File: src/rtl/lc3b_ctrl_pipe_pkg.sv
// LC-3b shared types: opcodes, ALU ops, the packed control word and the
// per-stage pipeline record carried by lc3b_ctrl_pipe.
package lc3b_types;

   typedef logic [15:0] lc3b_word;

   typedef enum logic [3:0] {
      op_br   = 4'b0000,
      op_add  = 4'b0001,
      op_ldb  = 4'b0010,
      op_stb  = 4'b0011,
      op_jsr  = 4'b0100,
      op_and  = 4'b0101,
      op_ldr  = 4'b0110,
      op_str  = 4'b0111,
      op_rti  = 4'b1000,
      op_not  = 4'b1001,
      op_ldi  = 4'b1010,
      op_sti  = 4'b1011,
      op_jmp  = 4'b1100,
      op_shf  = 4'b1101,
      op_lea  = 4'b1110,
      op_trap = 4'b1111
   } lc3b_opcode;

   typedef enum logic [2:0] {
      alu_add,
      alu_and,
      alu_not,
      alu_pass,
      alu_sll,
      alu_srl,
      alu_sra
   } lc3b_aluop;

   typedef struct packed {
      lc3b_opcode opcode;
      lc3b_aluop  aluop;
      logic       load_regfile;
      logic       load_cc;
      logic       load_pc;
      logic       mem_read;
      logic       mem_write;
      logic       mem_byte;
   } lc3b_control;

   localparam int unsigned CONTROL_WIDTH = $bits(lc3b_control);

   // All enables zero: a bubble never writes architectural state.
   localparam lc3b_control CTRL_NOP = '0;

   typedef struct packed {
      logic        valid;
      lc3b_control ctrl;
      lc3b_word    pc;
   } lc3b_stage_t;

endpackage

File: src/rtl/lc3b_ctrl_pipe_sat_counter.sv
// Saturating accumulator: adds an INC_W-bit increment each cycle and
// clamps at all-ones instead of wrapping.
module lc3b_sat_counter #(
   parameter int unsigned W     = 16,
   parameter int unsigned INC_W = 1
) (
   input  logic             clk,
   input  logic             rst_n,
   input  logic [INC_W-1:0] inc,
   output logic [W-1:0]     count
);

   localparam int unsigned SW = ((W > INC_W) ? W : INC_W) + 1;
   localparam logic [SW-1:0] MAX = (SW'(1) << W) - SW'(1);

   logic [SW-1:0] sum;

   assign sum = SW'(count) + SW'(inc);

   always_ff @(posedge clk) begin
      if (!rst_n) begin
         count <= '0;
      end else if (sum > MAX) begin
         count <= '1;
      end else begin
         count <= sum[W-1:0];
      end
   end

endmodule

File: src/rtl/lc3b_ctrl_pipe.sv
// In-order control-word/PC pipeline register chain with per-stage stall,
// flush, bubble injection at the stall boundary and saturating counters.
module lc3b_ctrl_pipe
   import lc3b_types::*;
#(
   parameter int unsigned STAGES = 4,
   parameter int unsigned CW     = CONTROL_WIDTH,
   parameter int unsigned PCW    = 16,
   parameter int unsigned CNT_W  = 16
) (
   input  logic                  clk,
   input  logic                  rst_n,
   input  logic                  in_valid,
   input  logic [CW-1:0]         in_ctrl,
   input  logic [PCW-1:0]        in_pc,
   output logic                  in_ready,
   input  logic [STAGES-1:0]     stall_i,
   input  logic [STAGES-1:0]     flush_i,
   output logic [STAGES-1:0]     stage_valid_o,
   output logic [STAGES*CW-1:0]  stage_ctrl_o,
   output logic [STAGES*PCW-1:0] stage_pc_o,
   output logic [CNT_W-1:0]      bubble_cnt_o,
   output logic [CNT_W-1:0]      flush_cnt_o
);

   localparam int unsigned FW = $clog2(STAGES + 1);
   localparam logic [CW-1:0] NOP_CW = CW'(CTRL_NOP);

   logic [STAGES-1:0] hold;
   logic [STAGES-1:0] inject;
   logic [FW-1:0]     flush_inc;

   // Hold is an OR-reduction from the tail; the running accumulator keeps
   // the chain free of self-referencing combinational feedback.
   always_comb begin
      logic acc;
      acc  = 1'b0;
      hold = '0;
      for (int unsigned i = 0; i < STAGES; i++) begin
         acc                  = acc | stall_i[STAGES-1-i];
         hold[STAGES-1-i]     = acc;
      end
   end

   always_comb begin
      inject = '0;
      for (int unsigned i = 1; i < STAGES; i++) begin
         inject[i] = hold[i-1] & ~hold[i] & ~flush_i[i];
      end
   end

   always_comb begin
      flush_inc = '0;
      for (int unsigned i = 0; i < STAGES; i++) begin
         flush_inc = flush_inc + FW'(flush_i[i] & stage_valid_o[i]);
      end
   end

   assign in_ready = ~hold[0];

   for (genvar k = 0; k < STAGES; k++) begin : g_stage
      logic           v_q;
      logic [CW-1:0]  c_q;
      logic [PCW-1:0] p_q;

      if (k == 0) begin : g_head
         always_ff @(posedge clk) begin
            if (!rst_n || flush_i[0]) begin
               v_q <= 1'b0;
               c_q <= NOP_CW;
               p_q <= '0;
            end else if (!hold[0]) begin
               v_q <= in_valid;
               c_q <= in_valid ? in_ctrl : NOP_CW;
               p_q <= in_pc;
            end
         end
      end else begin : g_body
         always_ff @(posedge clk) begin
            if (!rst_n || flush_i[k] || (!hold[k] && hold[k-1])) begin
               v_q <= 1'b0;
               c_q <= NOP_CW;
               p_q <= '0;
            end else if (!hold[k]) begin
               v_q <= stage_valid_o[k-1];
               c_q <= stage_ctrl_o[(k-1)*CW +: CW];
               p_q <= stage_pc_o[(k-1)*PCW +: PCW];
            end
         end
      end

      assign stage_valid_o[k]          = v_q;
      assign stage_ctrl_o[k*CW +: CW]  = c_q;
      assign stage_pc_o[k*PCW +: PCW]  = p_q;
   end

   lc3b_sat_counter #(
      .W     (CNT_W),
      .INC_W (1)
   ) u_bubble_cnt (
      .clk   (clk),
      .rst_n (rst_n),
      .inc   (|inject),
      .count (bubble_cnt_o)
   );

   lc3b_sat_counter #(
      .W     (CNT_W),
      .INC_W (FW)
   ) u_flush_cnt (
      .clk   (clk),
      .rst_n (rst_n),
      .inc   (flush_inc),
      .count (flush_cnt_o)
   );

endmodule

File: config.mk
export PLATFORM = sky130hd
export DESIGN_NAME = lc3b_ctrl_pipe
export DESIGN_NICKNAME = d
export VERILOG_FILES = /design/src/rtl/lc3b_ctrl_pipe_pkg.sv /design/src/rtl/lc3b_ctrl_pipe_sat_counter.sv /design/src/rtl/lc3b_ctrl_pipe.sv
export SDC_FILE = /design/constraint.sdc
export NUM_CORES = 1
export LEC_CHECK = 0
export CORE_MARGIN = 2
export CORE_UTILIZATION = 53
export CTS_CLUSTER_DIAMETER = 150
export DETAILED_ROUTE_END_ITERATION = 10
export PLACE_DENSITY = 0.93
export RECOVER_POWER = 50
export SETUP_SLACK_MARGIN = 0.5
export SYNTH_ARGS = -nofsm -noshare
export SYNTH_HDL_FRONTEND = slang
export SYNTH_HIERARCHICAL = 1
export SYNTH_SLANG_ARGS = --single-unit
export TNS_END_PERCENT = 10
File: constraint.sdc
create_clock -name clk -period 5.9 [get_ports clk]
set_input_delay 0.59 -clock clk [delete_from_list [all_inputs] [get_ports clk]]
set_output_delay 0.59 -clock clk [all_outputs]
set_load 0.03 [all_outputs]
## Word level (Yosys, flattened, before mapping)

Cells that the tools add are included.

- Flip-flop bits (word level): 152
- Latch bits: 0
- Bits in writable memories: 0
- Memory bits (read-only): 0
- Bits of input ports: 40
- Output and inout bits: 153
- Word-level logic and storage cells: 59
- Memories kept: 0

- Add/subtract/negate cells: 5
- Multipliers: 0
- Div/mod/pow operators: 0
- $lt $le $gt $ge: 2
- Equality and inequality tests: 0
- Shifts and indexed selects: 0
- Multiplexer cells: 3
- Bitwise gates (word level): 20
- Reduce and logical (&&, ||, !) cells: 15

Operator list:

| kind | count |
|---|---|
| $gt 17x16->1 const B | 2 |
| $mux 16 | 2 |
| $add 16x1->17 | 1 |
| $add 16x3->17 | 1 |
| $mux 13 | 1 |
| $and 1x1->1 | 10 |
| $logic_or 1x1->1 | 7 |
| $not 1->1 | 7 |
| $logic_not 1->1 | 4 |
| $add 2x1->3 | 1 |
| $add 3x1->3 | 1 |
| $logic_and 1x1->1 | 3 |
| $or 1x1->1 | 3 |
| $reduce_or 3->1 | 1 |
| $add 1x1->2 | 1 |

## Logic depth before layout (Yosys ltp)

Gate-level depths: netlist (run 1).

- Depth in word-level cells: 9
- Gate-level depth with buffers: 13

## Cells and area by module

The synthesis (run 1) kept the hierarchy.

By module, submodules not included:

| module | instances | cells each | area each (µm²) | seq. area each (µm²) |
|---|---|---|---|---|
| lc3b_ctrl_pipe | 1 | 535 | 5,725.5 | 2,402.3 |
| lc3b_sat_counter at u_flush_cnt | 1 | 90 | 865.8 | 320.3 |
| lc3b_sat_counter at u_bubble_cnt | 1 | 84 | 823.3 | 320.3 |

## Least setup slack after synthesis (run 1)

OpenSTA, ideal clock, no wires.

- Kind: input -> register
- From: input flush_i[1]
- To: register u_flush_cnt.count[0]
- Setup time: 0.071 ns
- Data arrival time: 3.553 ns
- Slack: 2.276 ns
- Stages on the path: 13
- Buffers on the path: 3
- Cells stage by stage: clkbuf_1 clkbuf_1 and2_1 fa_1 ha_1 ha_1 inv_1 fa_1 nor2b_1 o21ai_1 or3_4 buf_6 a21oi_2

- Word-level cells in the longest chain between the ends: 7

Ends and longest elaborated chain:

| element | RTL line | RTL |
|---|---|---|
| start, declared | lc3b_ctrl_pipe.sv:18 | `input logic [STAGES-1:0] flush_i,` |
| $and 1x1->1 | lc3b_ctrl_pipe.sv:55 | `flush_inc = flush_inc + FW'(flush_i[i] & stage_valid_o[i]);` |
| $add 1x1->2 | lc3b_ctrl_pipe.sv:55 |  |
| $add 2x1->3 | lc3b_ctrl_pipe.sv:55 |  |
| $add 3x1->3 | lc3b_ctrl_pipe.sv:55 |  |
| net flush_inc[1] | lc3b_ctrl_pipe.sv:31 | `logic [FW-1:0] flush_inc;` |
| $add 16x3->17 | lc3b_ctrl_pipe_sat_counter.sv:18 | `assign sum = SW'(count) + SW'(inc);` |
| $gt 17x16->1 | lc3b_ctrl_pipe_sat_counter.sv:23 | `end else if (sum > MAX) begin` |
| $mux 16 | lc3b_ctrl_pipe_sat_counter.sv:23 |  |
| end signal, assigned | lc3b_ctrl_pipe_sat_counter.sv:26 | `count <= sum[W-1:0];` |
| end, declared | lc3b_ctrl_pipe_sat_counter.sv:10 | `output logic [W-1:0] count` |

The timed path passes the listed nets, and every way through them passes these cells.
A chain may end at the register's enable or synchronous reset.

## Worst setup path after layout (run 1)

- From: input stall_i[1]
- To: output in_ready

- Word-level cells in the longest chain between the ends: 3

Ends and longest elaborated chain:

| element | RTL line | RTL |
|---|---|---|
| start, declared | lc3b_ctrl_pipe.sv:17 | `input logic [STAGES-1:0] stall_i,` |
| $or 1x1->1 (2 in a row) | lc3b_ctrl_pipe.sv:40 | `acc = acc \| stall_i[STAGES-1-i];` |
| $not 1->1 | lc3b_ctrl_pipe.sv:59 | `assign in_ready = ~hold[0];` |
| end, declared | lc3b_ctrl_pipe.sv:16 | `output logic in_ready,` |

Every way passes these cells.

==> summary.txt, run 1 <==
Synth
  • Sequential area share after synthesis: 0.4104
  • Net count of the mapped netlist: 758
  • Number of synthesized register bits: 152
  • Average size of a mapped cell: 10.46 um2
  • Mapped cell area: 0.007415 mm2
  • Syn Inst Count: 709
  • Number of library cell types mapped by synthesis: 58
  • Count of synthesis-stage warnings from yosys: 6

Power and ir drop
  • Switch share: 0.2244
  • Clock Power Share: 0.469
  • Sequential Power Share: 0.465
  • Total power after layout: 2.217 mW
  • Power density over the cells: 227.5 mW/mm2
  • Switching Power: 0.4975 mW
  • Internal portion of total power: 1.719 mW
  • Standby leakage power: 3.421 nW
  • Combinational power share: 0.065
  • Peak supply drop: 0.1886 mV

Cells and area
  • Area growth from synthesis to layout: 31.39%
  • Ratio of cells with drive above 1 in the final layout: 0.09919
  • Antenna cell count: 0
  • Cell Count, Final, Fillers Out: 1047
  • Final instance area: 0.009742 mm2
  • Fill cell total of the finished layout: 999
  • Net total in the final layout: 903

Routing
  • Via density per instance: 5.861
  • Number of DRC markers after the initial detailed-route iteration: 449
  • Length of the first detailed-routing pass in iterations: 5
  • Post-detailed-route DRC marker count: 0
  • WL final: 19260 um
  • DR vias: 6136
  • Antenna-violating nets left: 0
  • WL per Instance: 18.40 um

Global route
  • Total Routing Usage GR: 0.2579
  • Pin count of the biggest net entering global routing: 121
  • Initial antenna violation count: 0
  • Sum of overflow across all layers after global routing: 0
  • Via count of the first global-routing pass: 5622
  • Wire length of the first global-routing pass: 30240 um

Die
  • Initial cell density of the core: 0.5383
  • Die X: 122.3 um
  • Row count: 43
  • Top Ports: 193
  • Die H: 122.3 um
  • Die outline area: 0.01495 mm2
  • Area of the placeable core: 0.01377 mm2

Setup path
  • Reg-to-Reg End: u_flush_cnt/count[11]
  • Flop-to-flop setup slack: 2.56 ns
  • Start-to-end type of the worst setup path: in -> out
  • Startpoint Class: input pin
  • List of cells traversed by the critical path: dlygate4sd3_1 > nor4_1 > clkbuf_1 > clkdlybuf4s50_1
  • Capturing element type of the critical path: output port
  • CP required: 5.31 ns
  • Number of cell instances on the worst register-to-register path: 10
  • Worst Path Arrival: 4.10 ns
  • Critical path peak fanout: 31
  • Largest stage delay on the critical path: 1.57 ns
  • Slowest cell on crit path: sky130_fd_sc_hd__clkbuf_1
  • Crit path buffers/inverters: 3
  • Origin of the critical flop-to-flop path: g_stage[1].v_q
  • Critical path's top delay family: buffers and inverters

STA
  • Setup repair after global routing missed its margin: false
  • Max Clk Rate: 213.4 MHz
  • Setup Skew: 0.007215 ns
  • Final Critical Period: 4.686 ns
  • Max transition margin: -0.4397
  • Max-slew violation count: 77
  • Final number of hold-violating endpoints: 0
  • Worst Hold Margin: 0.4603 ns
  • Accumulated negative setup slack: 0 ns
  • Actual transition at the worst max-transition pin: 2.160 ns
  • Final setup vio count: 0
  • Final Cycle Share: 0.7943

Placed design
  • Area after detailed placement: 0.009219 mm2
  • HPWL after detailed placement: 12890 um
  • Placed cell count: 1015
  • Input/output buffers: 192
  • GP Congestion: 0.8642

Worst hold path
  • Worst Hold Endpoint: u_flush_cnt/count[10]
  • Number of stages on the worst hold path: 2
  • Hold crit path type: in -> reg
  • Start point of the worst min-delay path: rst_n

Clock network
  • Setup bufs post-CTS: 0
  • Clock Tree Buf Depth: 2
  • Cts hold-fix bufs: 0
  • Number of cells upsized or downsized after cts: 0
  • Clock buffers created by TritonCTS: 17
  • TritonCTS Sinks: 152
  • Post-CTS clock slew at the launch and capture registers of the worst setup and hold paths: 0.06 ns
  • Htree depth: 4
  • CTS tree: built
  • Insertion delay to the later sink of the worst-skew pair: 0.42 ns
  • Clock tree root buffer cell: sky130_fd_sc_hd__clkbuf_16

Run
  • Reported max-cap violation count: 3

Outcome
  • Status: finished with violations
  • Violated checks: capacitance limit, slew limit
-- flip-flops by register name, indices dropped and copies added, names as in the netlist --
register / flops
g_stage.v_q: 4
u_flush_cnt/count: 16
g_stage.p_q: 64
u_bubble_cnt/count: 16
g_stage.c_q: 52
-- layer usage --
layer	track usage	vias to the layer above	part of all wire
met5	0	-	0
met4	0.1085	0	0.025
met3	0.05112	32	0.052
met2	0.3861	214	0.46
met1	0.3626	2959	0.46
li1	-	2931	-
-- per-stage QoR --
step | setup WS (ns) | util
after detailed placement | 1.637 | 0.6693
after global routing | 1.033 | 0.7073
after CTS | 2.078 | 0.7098
after floorplan | 2.276 | -
final | 1.214 | 0.7073
after global placement | 1.737 | 0.6693
-- cell usage in the layout (no fill, tap or decap), types with 3 or more instances in the layout --
cell / instances
sky130_fd_sc_hd__nand2_1: 6
sky130_fd_sc_hd__clkinv_2: 7
sky130_fd_sc_hd__ha_1: 7
sky130_fd_sc_hd__inv_1: 10
sky130_fd_sc_hd__nand4_1: 5
sky130_fd_sc_hd__o21ai_1: 10
sky130_fd_sc_hd__nand4bb_1: 30
sky130_fd_sc_hd__a21oi_2: 20
sky130_fd_sc_hd__nand3b_1: 78
sky130_fd_sc_hd__o21ai_0: 23
sky130_fd_sc_hd__xor2_1: 10
sky130_fd_sc_hd__nor2b_1: 4
sky130_fd_sc_hd__mux2i_1: 91
sky130_fd_sc_hd__a21oi_1: 7
sky130_fd_sc_hd__and4_1: 4
sky130_fd_sc_hd__a211oi_2: 15
sky130_fd_sc_hd__nand3_2: 3
sky130_fd_sc_hd__or3b_1: 30
sky130_fd_sc_hd__a31oi_1: 7
sky130_fd_sc_hd__clkdlybuf4s50_1: 108
sky130_fd_sc_hd__and2_1: 7
sky130_fd_sc_hd__dlygate4sd3_1: 81
sky130_fd_sc_hd__nor2_1: 3
sky130_fd_sc_hd__clkbuf_16: 17
sky130_fd_sc_hd__nand3_1: 8
sky130_fd_sc_hd__dfxtp_1: 152
sky130_fd_sc_hd__a211oi_1: 19
sky130_fd_sc_hd__buf_4: 10
sky130_fd_sc_hd__clkbuf_1: 6
sky130_fd_sc_hd__nand4b_1: 13
sky130_fd_sc_hd__xnor2_1: 7
sky130_fd_sc_hd__nor3_1: 32
-- cell families (layout without fill, tap and decap cells) --
logic type	Yosys count	count (layout)	synth area share
xor gates and xnor gates	17	17	0.02008
DFF	152	152	0.4104
and+or+nand+nor	240	240	0.2497
muxes	91	91	0.1228
buffers and inverters	86	244	0.06210
AOI/OAI and AO/OA	114	114	0.1176
adders and majority gates	9	9	0.01721
-- final cells by class --
| type | instances | area, um2 | share of cell area |
|---|---|---|---|
| flip-flops and latches | 152 | 3043 | 0.3124 |
| inverters | 10 | 37.54 | 0.003853 |
| multi-input cells | 471 | 3900 | 0.4003 |
| clock inverters | 10 | 102.6 | 0.01053 |
| clock buffers | 22 | 454.2 | 0.04662 |
| well taps | 180 | 225.2 | 0.02312 |
| repair buffers | 202 | 1979 | 0.2032 |
-- how the worst max path moves through the flow --
stage                       endpoint        from  slack [ns]  cells past startpoint
5_1_grt                     in_ready  stall_i[1]        1.03                      4
3_3_place_gp   u_flush_cnt/count[11]  flush_i[0]        1.74                     12
4_1_cts        u_flush_cnt/count[11]  flush_i[0]        2.08                     12
3_5_place_dp   u_flush_cnt/count[11]  flush_i[0]        1.64                     12
6_report                    in_ready  stall_i[1]        1.21                      4
2_1_floorplan   u_flush_cnt/count[0]  flush_i[1]        2.28                     13
-- power by group through the flow --
stage                     clock, mW  combinational (mW)  sequential [mW]
after floorplan                   0              0.0963             1.06
after global placement            0               0.144             1.05
after detailed placement          0               0.144             1.05
after CTS                      1.05               0.145             1.03
final                          1.04               0.144             1.03
after global routing           1.10               0.154             1.03
-- synthesized netlist by cell type (all sizes together) --
master     n  area share
nand2      6      0.0030
fa         2      0.0054
and4       6      0.0076
ha         7       0.012
dfxtp    152        0.41
o211ai     1      0.0010
nand4      5      0.0042
clkbuf    41       0.021
or3b      30       0.035
o311a      1      0.0014
nand2b     2      0.0017
o21ai     33       0.022
nor2b      5      0.0042
a21bo      1      0.0014
nor4b      1      0.0012
mux2i     91        0.12
xor2      10       0.012
xnor2      7      0.0083
or2        1     0.00084
nor4       1      0.0029
a311oi     1      0.0012
a21oi     27       0.028
a31oi      7      0.0059
nor3      33       0.023
a211oi    34       0.045
nand4bb   30       0.046
and3       3      0.0027
and2       8      0.0071
a31o       1      0.0012
a41o       2      0.0027
o2111a     1      0.0015
nand4b    13       0.015
or3        2      0.0024
nor3b      2      0.0027
buf       35       0.036
inv       10      0.0051
a41oi      1      0.0012
o31a       1      0.0012
nand3b    78       0.079
o211a      2      0.0027
nand3     11      0.0095
o2111ai    1      0.0012
nor2       3      0.0015
No activity file was read; power rests on OpenSTA's default activity.
==> run 2, diff against run 1 <==
Settings changed: CORE_UTILIZATION 53 to 45, PLACE_DENSITY 0.93 to 0.85.
Clock period 5.9 ns to 3.9 ns, I/O delays scaled along.
==> run 2 against run 1 <==
  * The run still ends with capacitance limit, slew limit left
  * Sequential cell count unchanged
  * Non-clock buffer count up 2
  * Largest cell class unchanged
  * Combinational power up 51%
  * Critical path depth unchanged
  * Clock power up 64%
==> summary.txt, run 2 (synthesis results as in run 1) <==
Outcome
  • Status: finished with violations (unchanged)
  • Violated checks: capacitance limit, slew limit (unchanged)

STA
  • Setup Skew: 0.01004 ns (was 0.007215 ns)
  • Final number of hold-violating endpoints: 0 (unchanged)
  • Max-slew violation count: 62 (was 77)
  • Setup repair after global routing missed its margin: false (unchanged)
  • Actual transition at the worst max-transition pin: 2.181 ns (was 2.160 ns)
  • Final Critical Period: 3.307 ns
  • Accumulated negative setup slack: 0 ns (unchanged)
  • Final Cycle Share: 0.8480
  • Worst path setup slack after routing: 0.5929 ns (was 1.214 ns)
  • Max transition margin: -0.4539 (was -0.4397)
  • Worst Hold Margin: 0.5048 ns (was 0.4603 ns)
  • Max Clk Rate: 302.4 MHz
  • Final setup vio count: 0 (unchanged)

Cells and area
  • Final instance area: 0.009808 mm2 (was 0.009742 mm2)
  • Area growth from synthesis to layout: 32.28% (was 31.39%)
  • Flip-flop count of the largest register, all copies and words added: 64 (unchanged)
  • Ratio of cells with drive above 1 in the final layout: 0.09091 (was 0.09919)
  • Cell Count, Final, Fillers Out: 1086 (was 1047)
  • Utilization of the core after routing: 0.6130 (was 0.7073)
  • Most frequent cells in the layout: 152 x sky130_fd_sc_hd__dfxtp_1, 126 x sky130_fd_sc_hd__clkdlybuf4s50_1, 91 x sky130_fd_sc_hd__mux2i_1, 78 x sky130_fd_sc_hd__nand3b_1, 63 x sky130_fd_sc_hd__dlygate4sd3_1 (was 152 x sky130_fd_sc_hd__dfxtp_1, 108 x sky130_fd_sc_hd__clkdlybuf4s50_1, 91 x sky130_fd_sc_hd__mux2i_1, 81 x sky130_fd_sc_hd__dlygate4sd3_1, 78 x sky130_fd_sc_hd__nand3b_1)
  • Fill cell total of the finished layout: 1374 (was 999)
  • Net total in the final layout: 905 (was 903)
  • Top Registers: g_stage.p_q: 64 flops, g_stage.c_q: 52 flops (unchanged)
  • Most common cell after layout, fill and taps aside: sky130_fd_sc_hd__dfxtp_1 (unchanged)
  • Register containing the most flip-flops in the final layout: g_stage.p_q (unchanged)

Die
  • Area of the placeable core: 0.01600 mm2 (was 0.01377 mm2)
  • Die outline area: 0.01752 mm2 (was 0.01495 mm2)
  • Initial cell density of the core: 0.4634 (was 0.5383)
  • Die H: 132.4 um (was 122.3 um)
  • Row count: 46 (was 43)
  • Die X: 132.4 um (was 122.3 um)
  • Top Ports: 193 (unchanged)

Clock network
  • Htree depth: 4 (unchanged)
  • Clock Tree Buf Depth: 2 (unchanged)
  • Clock buffers created by TritonCTS: 17 (unchanged)
  • Post-CTS clock slew at the launch and capture registers of the worst setup and hold paths: 0.06 ns (about the same)
  • Cts hold-fix bufs: 0 (unchanged)
  • Clock tree root buffer cell: sky130_fd_sc_hd__clkbuf_16 (unchanged)
  • CTS tree: built (unchanged)
  • TritonCTS Sinks: 152 (unchanged)
  • Insertion delay to the later sink of the worst-skew pair: 0.42 ns (about the same)

Setup path
  • Start-to-end type of the worst setup path: in -> reg (was in -> out)
  • Slowest cell on crit path: sky130_fd_sc_hd__clkbuf_1 (unchanged)
  • Largest stage delay on the critical path: 1.62 ns (was 1.57 ns)
  • Startpoint Class: input pin (unchanged)
  • Origin of the critical flop-to-flop path: g_stage[0].v_q (was g_stage[1].v_q)
  • Flop-to-flop setup slack: 0.77 ns (was 2.56 ns)
  • List of cells traversed by the critical path: dlygate4sd3_1 > nor4_1 > clkbuf_1 > mux2i_1 (was dlygate4sd3_1 > nor4_1 > clkbuf_1 > clkdlybuf4s50_1)
  • CP required: 4.11 ns (was 5.31 ns)
  • Capturing element type of the critical path: register (was output port)
  • CP Launch Point: stall_i[1] (unchanged)
  • Worst Path Arrival: 3.52 ns (was 4.10 ns)
  • Critical path peak fanout: 30 (was 31)

Placed design
  • Input/output buffers: 192 (unchanged)
  • Placed cell count: 1053 (was 1015)
  • Area after detailed placement: 0.009279 mm2 (was 0.009219 mm2)
  • HPWL after detailed placement: 13450 um (was 12890 um)
  • GP Congestion: 0.8184 (was 0.8642)
  • Place WS: 0.1941 ns (was 1.637 ns)

Routing
  • Post-detailed-route DRC marker count: 0 (unchanged)
  • Antenna-violating nets left: 0 (unchanged)
  • Length of the first detailed-routing pass in iterations: 5 (unchanged)
  • Via density per instance: 5.541 (was 5.861)
  • DR vias: 6017 (was 6136)
  • Number of DRC markers after the initial detailed-route iteration: 332 (was 449)
  • WL per Instance: 18.03 um (was 18.40 um)
  • WL final: 19580 um (was 19260 um)

Worst hold path
  • Start point of the worst min-delay path: g_stage[0].c_q[1] (was rst_n)
  • Hold crit path type: reg -> reg (was in -> reg)

Global route
  • Wire length of the first global-routing pass: 31290 um (was 30240 um)
  • Via count of the first global-routing pass: 5796 (was 5622)
  • Initial antenna violation count: 1 (was 0)
  • Total Routing Usage GR: 0.2212 (was 0.2579)
  • Pin count of the biggest net entering global routing: 74 (was 121)
  • Sum of overflow across all layers after global routing: 0 (unchanged)

Run
  • Reported max-cap violation count: 2 (was 3)

Power and ir drop
  • Total power after layout: 3.485 mW (was 2.217 mW)
  • Peak supply drop: 0.3568 mV (was 0.1886 mV)
  • Power density over the cells: 355.3 mW/mm2 (was 227.5 mW/mm2)
  • Standby leakage power: 3.377 nW (was 3.421 nW)
run 2: path summary, 6_finish.rpt:
check	cells after the start	end
worst max-delay path	4	g_stage[0].p_q[11]
worst min register to register	2	g_stage[0].c_q[1]
worst max register to register	10	u_flush_cnt/count[11]
worst min-delay path	2	g_stage[0].c_q[1]
run 2: repair_timing:
action                                  CTS  global route
buffers inserted                          0             0
resized for setup                         0             1
endpoints found under the setup margin    0             1
run 2: worst max-delay path, delay by kind of cell:
| family | cells | cell delay [ns] |
|---|---|---|
| AND/OR/NAND/NOR | 1 | 0.61 |
| multiplexers | 1 | 0.25 |
| buffers and inverters | 2 | 2.26 |
run 2: report_power, final:
part | total, mW | internal [mW] | switching, mW | leakage, nW
Sequential | 1.56 | 1.56 | 0.00402 | 1.22
Combinational | 0.218 | 0.0950 | 0.123 | 1.86
Clock | 1.71 | 1.05 | 0.661 | 0.292
Total | 3.49 | 2.70 | 0.788 | 3.38
run 2: layout make-up:
type                    instances  area (um2)  area share
well taps                     216       270.3     0.02755
inverters                      10       37.54    0.003827
clock buffers                  19       452.9     0.04618
repair buffers                204        1991      0.2030
flip-flops and latches        152        3043      0.3102
clock inverters                13       168.9     0.01722
diodes                          1       2.502   0.0002551
multi-input cells             471        3842      0.3918
run 2: routing by layer:
layer / wire [um] / global-route usage / part of all wire
met1: 9280 / 0.3009 / 0.47
met2: 8999 / 0.3423 / 0.46
met3: 835 / 0.04614 / 0.043
met4: 464 / 0.09080 / 0.024
met5: 0 / 0 / 0
==> run 3, diff against run 2 <==
Settings changed: CORE_UTILIZATION 45 to 49, PLACE_DENSITY 0.85 to 0.87.
Clock period 3.9 ns to 3.1 ns, I/O delays scaled along.
==> run 3 against run 2 <==
  * The flow still finishes with violations (capacitance limit, slew limit)
  * Via count is 1.1% higher
  * Wire length is 0.21% lower
  * Combinational power is 27% higher
  * First-iteration DRC count is 58% higher
  * Final cell count is 1.7% lower
  * Clock power is 29% higher
  * Largest cell class unchanged
  * Highest routed layer unchanged
==> summary.txt, run 3 (synthesis results as in run 1) <==
Die
  • Die outline area: 0.01613 mm2 (was 0.01752 mm2)
  • Area of the placeable core: 0.01464 mm2 (was 0.01600 mm2)
  • Die H: 127.0 um (was 132.4 um)
  • Die X: 127.0 um (was 132.4 um)
  • Row count: 44 (was 46)
  • Top Ports: 193 (unchanged)
  • Initial cell density of the core: 0.5063 (was 0.4634)

Worst hold path
  • Number of stages on the worst hold path: 2 (unchanged)
  • Hold crit path type: in -> reg (was reg -> reg)

Outcome
  • Violated checks: capacitance limit, slew limit (unchanged)
  • Status: finished with violations (unchanged)

Global route
  • Met1 global-route usage: 0.3497 (was 0.3009)
  • Total Routing Usage GR: 0.2379 (was 0.2212)
  • Sum of overflow across all layers after global routing: 0 (unchanged)
  • Pin count of the biggest net entering global routing: 62 (was 74)
  • Via count of the first global-routing pass: 5655 (was 5796)
  • Wire length of the first global-routing pass: 30860 um (was 31290 um)
  • Initial antenna violation count: 0 (was 1)
  • Met3 global-route usage: 0.04774 (was 0.04614)
  • Met2 track demand over resource in global routing: 0.3488 (was 0.3423)
  • Busiest layer in global routing: met1 (was met2)

Cells and area
  • Register Area: 0.003045 mm2 (was 0.003043 mm2)
  • Area growth from synthesis to layout: 34.88% (was 32.28%)
  • Antenna cell count: 0 (was 1)
  • Most frequent cells in the layout: 150 x sky130_fd_sc_hd__dfxtp_1, 123 x sky130_fd_sc_hd__clkdlybuf4s50_1, 91 x sky130_fd_sc_hd__mux2i_1, 78 x sky130_fd_sc_hd__nand3b_1, 63 x sky130_fd_sc_hd__dlygate4sd3_1 (was 152 x sky130_fd_sc_hd__dfxtp_1, 126 x sky130_fd_sc_hd__clkdlybuf4s50_1, 91 x sky130_fd_sc_hd__mux2i_1, 78 x sky130_fd_sc_hd__nand3b_1, 63 x sky130_fd_sc_hd__dlygate4sd3_1)
  • Cell Count, Final, Fillers Out: 1068 (was 1086)
  • Register containing the most flip-flops in the final layout: g_stage.p_q (unchanged)
  • Total area of multi-input combinational cells: 0.003951 mm2 (was 0.003842 mm2)
  • Utilization of the core after routing: 0.6829 (was 0.6130)
  • Most common cell after layout, fill and taps aside: sky130_fd_sc_hd__dfxtp_1 (unchanged)
  • Net total in the final layout: 921 (was 905)
  • Ratio of cells with drive above 1 in the final layout: 0.1267 (was 0.09091)
  • Top Registers: g_stage.p_q: 64 flops, g_stage.c_q: 52 flops (unchanged)
  • Fill cell total of the finished layout: 1108 (was 1374)
  • Flip-flop count of the largest register, all copies and words added: 64 (unchanged)
  • Final instance area: 0.01000 mm2 (was 0.009808 mm2)

Setup path
  • Critical path peak fanout: 6 (was 30)
  • Origin of the critical flop-to-flop path: g_stage[3].v_q (was g_stage[0].v_q)
  • Setup crit end: u_flush_cnt/count[11] (was g_stage[0].p_q[11])
  • CP Launch Point: g_stage[3].v_q (was stall_i[1])
  • Capturing element type of the critical path: register (unchanged)
  • CP required: 3.44 ns (was 4.11 ns)
  • Flop-to-flop setup slack: 0.31 ns (was 0.77 ns)
  • Start-to-end type of the worst setup path: reg -> reg (was in -> reg)
  • Worst Path Arrival: 3.13 ns (was 3.52 ns)
  • Reg-to-Reg End: u_flush_cnt/count[11] (unchanged)
  • Number of cell instances on the worst register-to-register path: 10 (unchanged)
  • Startpoint Class: register (was input pin)

Routing
  • WL per Instance: 18.29 um (was 18.03 um)
  • Post-detailed-route DRC marker count: 0 (unchanged)
  • Via density per instance: 5.694 (was 5.541)
  • Length of the first detailed-routing pass in iterations: 5 (unchanged)
  • Number of DRC markers after the initial detailed-route iteration: 526 (was 332)
  • DR vias: 6081 (was 6017)
  • WL final: 19540 um (was 19580 um)
  • Antenna-violating nets left: 0 (unchanged)

STA
  • Max-slew violation count: 62 (unchanged)
  • Accumulated negative setup slack: 0 ns (unchanged)
  • Setup Skew: 0.003900 ns (was 0.01004 ns)
  • Final Cycle Share: 0.8993
  • Setup repair after global routing missed its margin: true (was false)
  • Final number of hold-violating endpoints: 0 (unchanged)
  • Max transition margin: -0.4128 (was -0.4539)
  • Actual transition at the worst max-transition pin: 2.119 ns (was 2.181 ns)
  • Max Clk Rate: 358.7 MHz
  • Final Critical Period: 2.788 ns
  • Final setup vio count: 0 (unchanged)

Power and ir drop
  • Sequential Power Share: 0.441 (was 0.448)
  • Clock Power Share: 0.497 (was 0.490)
  • Combinational power share: 0.062 (was 0.063)
  • Peak supply drop: 0.3708 mV (was 0.3568 mV)
  • Internal portion of total power: 3.515 mW (was 2.697 mW)
  • Switch share: 0.2100 (was 0.2261)
  • Standby leakage power: 3.482 nW (was 3.377 nW)
  • Power density over the cells: 444.9 mW/mm2 (was 355.3 mW/mm2)
  • Switching Power: 0.9346 mW (was 0.7880 mW)

Placed design
  • Area after detailed placement: 0.009348 mm2 (was 0.009279 mm2)
  • Input/output buffers: 192 (unchanged)
  • HPWL after detailed placement: 13180 um (was 13450 um)
  • Placed cell count: 1033 (was 1053)
  • GP Congestion: 0.8175 (was 0.8184)

Clock network
  • Clock buffers created by TritonCTS: 17 (unchanged)
  • Cts hold-fix bufs: 0 (unchanged)
  • Htree depth: 4 (unchanged)
  • Clock Tree Buf Depth: 2 (unchanged)
  • CTS tree: built (unchanged)
  • Insertion delay to the later sink of the worst-skew pair: 0.42 ns (about the same)
  • TritonCTS Sinks: 152 (unchanged)
  • Clock tree root buffer cell: sky130_fd_sc_hd__clkbuf_16 (unchanged)
  • Post-CTS clock slew at the launch and capture registers of the worst setup and hold paths: 0.06 ns (about the same)

Run
  • Reported max-cap violation count: 2 (unchanged)
run 3: worst min-delay path by stage:
stage / to / start
after floorplan: u_bubble_cnt/count[15] / rst_n
after global placement: g_stage[1].p_q[12] / g_stage[1].p_q[12]
after detailed placement: g_stage[1].p_q[12] / g_stage[1].p_q[12]
after CTS: u_bubble_cnt/count[15] / rst_n
after global routing: u_bubble_cnt/count[15] / rst_n
final: u_bubble_cnt/count[15] / rst_n
run 3: through the flow:
step / total power [mW] / worst slack (ns) / hold slack [ns]
final: 4.450 / 0.3121 / 0.3327
after global routing: 4.589 / 0.2603 / 0.3273
after CTS: 4.482 / 0.2988 / 0.3138
after detailed placement: 2.286 / -0.2885 / 0.4956
after global placement: 2.285 / -0.2445 / 0.4864
after floorplan: 2.200 / 0.1395 / 0.4412
run 3: power by group through the flow:
stage / combinational [mW] / sequential (mW) / clock [mW]
6_report: 0.276 / 1.96 / 2.21
5_1_grt: 0.295 / 1.96 / 2.33
3_3_place_gp: 0.279 / 2.01 / 0
3_5_place_dp: 0.280 / 2.01 / 0
2_1_floorplan: 0.186 / 2.01 / 0
4_1_cts: 0.280 / 1.96 / 2.24
run 3: final cells by class:
type | count | share of cell area
sequential | 152 | 0.3045
clock inverter | 10 | 0.01752
inverter | 10 | 0.004004
multi-input combinational | 472 | 0.3951
timing repair buffer | 219 | 0.2108
tap | 184 | 0.02302
clock buffer | 21 | 0.04504
run 3: layer usage:
metal | share of wire | vias up
met5 | 0 | -
met2 | 0.45 | 187
met4 | 0.020 | 0
met3 | 0.044 | 27
li1 | - | 2964
met1 | 0.48 | 2903
run 3: critical path: stages, from the launching register on:
cell,delay (ns)
sky130_fd_sc_hd__dfxtp_2,0.33
sky130_fd_sc_hd__and2_4,0.16
sky130_fd_sc_hd__fa_2,0.47
sky130_fd_sc_hd__ha_4,0.29
sky130_fd_sc_hd__ha_4,0.14
sky130_fd_sc_hd__inv_4,0.03
sky130_fd_sc_hd__fa_2,0.40
sky130_fd_sc_hd__nor2b_4,0.16
sky130_fd_sc_hd__o21ai_4,0.09
sky130_fd_sc_hd__or3_4,0.44
sky130_fd_sc_hd__a31oi_1,0.19
run 3: timing repair:
item,CTS,global route
pin swaps,6,9
gates resized for setup,12,8
cloned,1,0
setup endpoints to repair,16,16
setup buffers,2,1
